$ cat src/rtl/render_sequencer.sv
// render_sequencer: scanline/frame pulse sequencer with edge-buffer swap; RENDER_SEQ_OVERRUN_COUNT_EN enables overrun tally
module render_sequencer #(
  parameter int LINE_TRIGGER_X = 640,
  parameter int V_VISIBLE = 480,
  parameter int V_TOTAL = 525
) (
  input  logic        clk,
  input  logic        rst,
  input  logic [9:0]  raster_x,
  input  logic [9:0]  raster_y,
  input  logic        swap_req,
  input  logic [10:0] write_edge_count,
  input  logic        draw_done,
  output logic        frame_step,
  output logic        line_step,
  output logic        swap_commit,
  output logic [10:0] frame_edge_count,
  output logic        swap_pending,
  output logic        overrun,
  output logic [7:0]  overrun_count
);
  typedef enum logic [1:0] {IDLE, FRAME, DRAW, WAIT} state_t;
  state_t state;
  logic [9:0] prev_x;
  logic [10:0] pending_count;
  logic e, is_last, is_vis, from_wait, commit_go, overrun_go;
  assign e = raster_x == 10'(LINE_TRIGGER_X) && prev_x != 10'(LINE_TRIGGER_X);
  assign is_last = raster_y == 10'(V_TOTAL - 1);
  assign is_vis = raster_y <= 10'(V_VISIBLE - 2);
  assign from_wait = state == WAIT || (state == DRAW && draw_done);
  assign commit_go = e && is_last && (state == IDLE || from_wait);
  assign overrun_go = e && state == DRAW && !draw_done;
  // sequencer FSM, registered pulses and swap bookkeeping
  always_ff @(posedge clk) begin
    if (rst) begin
      state <= IDLE;
      prev_x <= 10'(LINE_TRIGGER_X);
      frame_step <= 1'b0;
      line_step <= 1'b0;
      swap_commit <= 1'b0;
      overrun <= 1'b0;
      swap_pending <= 1'b0;
      pending_count <= '0;
      frame_edge_count <= '0;
    end else begin
      prev_x <= raster_x;
      frame_step <= commit_go;
      swap_commit <= commit_go && swap_pending;
      line_step <= state == FRAME || (e && from_wait && is_vis && !is_last);
      overrun <= overrun_go;
      if (commit_go) state <= FRAME;
      else if (state == FRAME) state <= DRAW;
      else if (from_wait) state <= !e ? WAIT : is_vis ? DRAW : IDLE;
      if (commit_go && swap_pending) frame_edge_count <= pending_count;
      if (swap_req) begin
        pending_count <= write_edge_count;
        swap_pending <= 1'b1;
      end else if (commit_go) swap_pending <= 1'b0;
    end
  end
`ifdef RENDER_SEQ_OVERRUN_COUNT_EN
  // saturating overrun tally, cleared only by reset
  always_ff @(posedge clk) begin
    if (rst) overrun_count <= '0;
    else if (overrun_go && overrun_count != 8'hff) overrun_count <= overrun_count + 8'd1;
  end
`else
  assign overrun_count = '0;
`endif
endmodule

$ cat config.mk
export PLATFORM = sky130hd
export DESIGN_NAME = render_sequencer
export DESIGN_NICKNAME = d
export VERILOG_FILES = /design/src/rtl/render_sequencer.sv
export SDC_FILE = /design/constraint.sdc
export NUM_CORES = 1
export LEC_CHECK = 0
export ABC_AREA = 1
export ABC_CLOCK_PERIOD_IN_PS = 2500
export CAP_MARGIN = 0
export CORE_MARGIN = 2
export CORE_UTILIZATION = 47
export DETAILED_ROUTE_END_ITERATION = 7
export PLACE_DENSITY = 0.83
export SYNTH_ARGS = -nofsm -noshare
export SYNTH_HDL_FRONTEND = slang
export SYNTH_SLANG_ARGS = --single-unit
$ cat constraint.sdc
create_clock -name clk -period 2.5 [get_ports clk]
set_input_delay 0.25 -clock clk [delete_from_list [all_inputs] [get_ports clk]]
set_output_delay 0.25 -clock clk [all_outputs]
set_load 0.05 [all_outputs]
==> results by group <==
Global routing
  – Met1 Use GR: between 10% and 20%
  – Initial antenna violation count: 0
  – Top Usage Layer GRT: met2
  – Gr ovfl total: 0
  – Met2 global-route usage: 30.3%
  – First-pass GRT wire length: ~5400 µm
  – Largest net degree at the start of global routing: 27
  – GR Util met3: around 6.4%
  – Vias in the first global route: between 1000 and 1500
  – GRT Total Usage: between 10% and 20%

Worst setup path
  – Crit path buf inv count: 1
  – CP Cell Sequence: clkdlybuf4s50_1
  – Crit Path Category: reg2out
  – CP max FO: 4
  – Startpoint Class: register
  – Worst R2R Setup Slack: roughly 1100 ps
  – CP arrival: about 1700 ps
  – Slowest CP cell: clkdlybuf4s50_1
  – Crit path required time: 2250 ps
  – Setup crit end kind: primary output
  – R2R cell count: 8
  – R2r endpoint: frame_edge_count[0]
  – Top Family by Delay on Critical Path: buffers and inverters
  – R2R Path Start: state[1]
  – Slowest stage delay, CP: between 800 and 900 ps

Synth
  – Flops & latches, synth: 39
  – Yosys warnings: 0
  – Cells after Synth: ~230
  – Register area share after synthesis: 47.4%
  – Synth unique cells: 24
  – Mapped cell area: 0.00165 mm²
  – Synthesized area per cell: ~7.1 µm²

STA
  – RSZ-0062 raised after global routing: false
  – Skew final: 7.88 ps
  – Count of pins over their slew limit: 0
  – Hold Fails Final Rpt: 0
  – Finish-stage setup viols: 0
  – FMAX: 525 MHz
  – Min cycle time layout: ~1900 ps
  – TNS Setup: 0 ps
  – Slew HR: 54.6%
  – Period utilisation layout: between 70% and 80%
  – Worst-Margin Slew: 680 ps

Clock tree
  – CTS H-tree lvls: 2
  – Clk_lat worst skew: about 340 ps
  – Total CTS buffers: 5
  – CTS Hold Bufs: 0
  – CTS Sinks: 39
  – Post-CTS Setup Bufs: 0
  – CTS Root Cell: clkbuf_4
  – Clock transition at the registers of the reported paths: ~110 ps
  – Clock Tree Buf Depth: 2
  – CTS tree: done
  – CTS resizes: 0

Hold path
  – Worst Hold Depth: 3
  – Worst hold endpoint: prev_x[8]
  – Hold WC Path Type: in2reg
  – Hold Startpoint: raster_x[8]

Place
  – Placed Cells: 322
  – Placer's final routability congestion estimate: about 0.79
  – Port Buf Inserts: 50
  – HPWL Detailed: roughly 2400 µm

Route
  – WL final: ~3200 µm
  – Via density: around 4.4
  – Iteration-0 DRC Markers: 32
  – Post-DRT Antenna Nets: 0
  – Via count: approximately 1500
  – Initial DRT Pass Iterations: 4
  – DRC Markers: 0
  – WL/cell: slightly below 10 µm

Run status
  – Status: complete, no violations

Floorplanning
  – Core area: 0.00336 mm²
  – Io pins: 59
  – Die Wd: ~63 µm
  – Die area: between 0.003 and 0.004 mm²
  – Die height: 63.2 µm
  – FP Rows: 21
  – Initial Util: between 40% and 50%

Cells and area
  – Fillers: a little over 300
  – Most frequent cells in the layout: nor2_1, clkdlybuf4s50_1, dfxtp_1
  – Antenna cell count: 0
  – Nets: between 300 and 400
  – Layout cells sized above 1: 7.39%
  – Finished Layout Cells: 330
  – Commonest non-fill, non-tap cell in the layout: nor2_1
  – P&R area growth vs syn: 34.1%

Power
  – Leakage: 1.03 nW
  – PwrDens: between 500 and 600 mW/mm²
  – Max VDD drop: 391 µV

Run
  – Max_cap viols: 0
[kinds of logic (layout without fill, tap and decap cells)]
logic type | Yosys count | in the layout | share of synthesized area (%)
DFF | 39 | 39 | 47.4
AOI/OAI and AO/OA | 14 | 14 | 4.40
and+or+nand+nor | 134 | 134 | 35.2
buffers and inverters | 45 | 89 | 12.8
other | 1 | 8 | 0.228
[Yosys cell counts, drive strengths merged]
cell	n	area (µm²)
nor2	82	330
dfxtp	39	781
nand2	36	140
inv	30	113
o21ai	13	65.1
buf	12	87.6
nand3	9	62.6
clkbuf	3	11.3
or2	3	18.8
nand3b	2	15.0
and3	1	6.26
conb	1	3.75
nor4	1	6.26
o21bai	1	7.51
[worst register-to-register path, delay by kind of cell (launching register included)]
kind                   cells  cell delay [ps]
AND/OR/NAND/NOR            7              920
buffers and inverters      1               50
flip-flops                 1              410
[power by group]
group	internal, mW	total [mW]	switching (mW)
clock	0.166	0.357	0.191
sequential	0.643	0.656	0.0128
combinational	0.0696	0.151	0.0819
total	0.879	1.16	0.286
[metal layers]
layer  up-vias  part of all wire (%)  wire length (µm)
met3         2                   7.0               227
li1        781                     -                 -
met2        52                    49              1590
met1       625                    43              1400
met5         -                     0                 0
met4         0                  0.68                22
[registers in the layout, summed over array words and instances (netlist names), 2 cells and up]
name              count
pending_count        11
frame_edge_count     11
state                 2
prev_x               10
[area by class of cell]
cell class	instances	area (µm²)	area share, %
multi-input cells	156	682	30.9
clock buffers	8	68.8	3.11
inverters	30	113	5.10
well taps	46	57.6	2.60
repair buffers	51	508	23.0
flip-flops and latches	39	781	35.3
[through the flow]
stage                     cell area [µm²]  hold WS [ps]  power, mW  setup slack, ps  utilization, %
final                                2210           445       1.16              594            65.7
after global routing                 2210           450       1.22              534            65.7
after CTS                            2210           436       1.17              589            65.7
after detailed placement             2140           468      0.821              614            63.7
after global placement               2140           462      0.818              720            63.7
after floorplan                      1670           327      0.758             1250               -
[worst max-delay path by stage]
stage                 start                  end  slack [ps]  cells past startpoint
3_5_place_dp    raster_x[9]  frame_edge_count[0]         610                      9
3_3_place_gp    raster_x[7]  frame_edge_count[3]         720                      9
4_1_cts        swap_pending         swap_pending         590                      1
2_1_floorplan      state[1]  frame_edge_count[0]        1250                      8
6_report       swap_pending         swap_pending         590                      1
5_1_grt        swap_pending         swap_pending         530                      1
(Power assumes the default switching activity.)
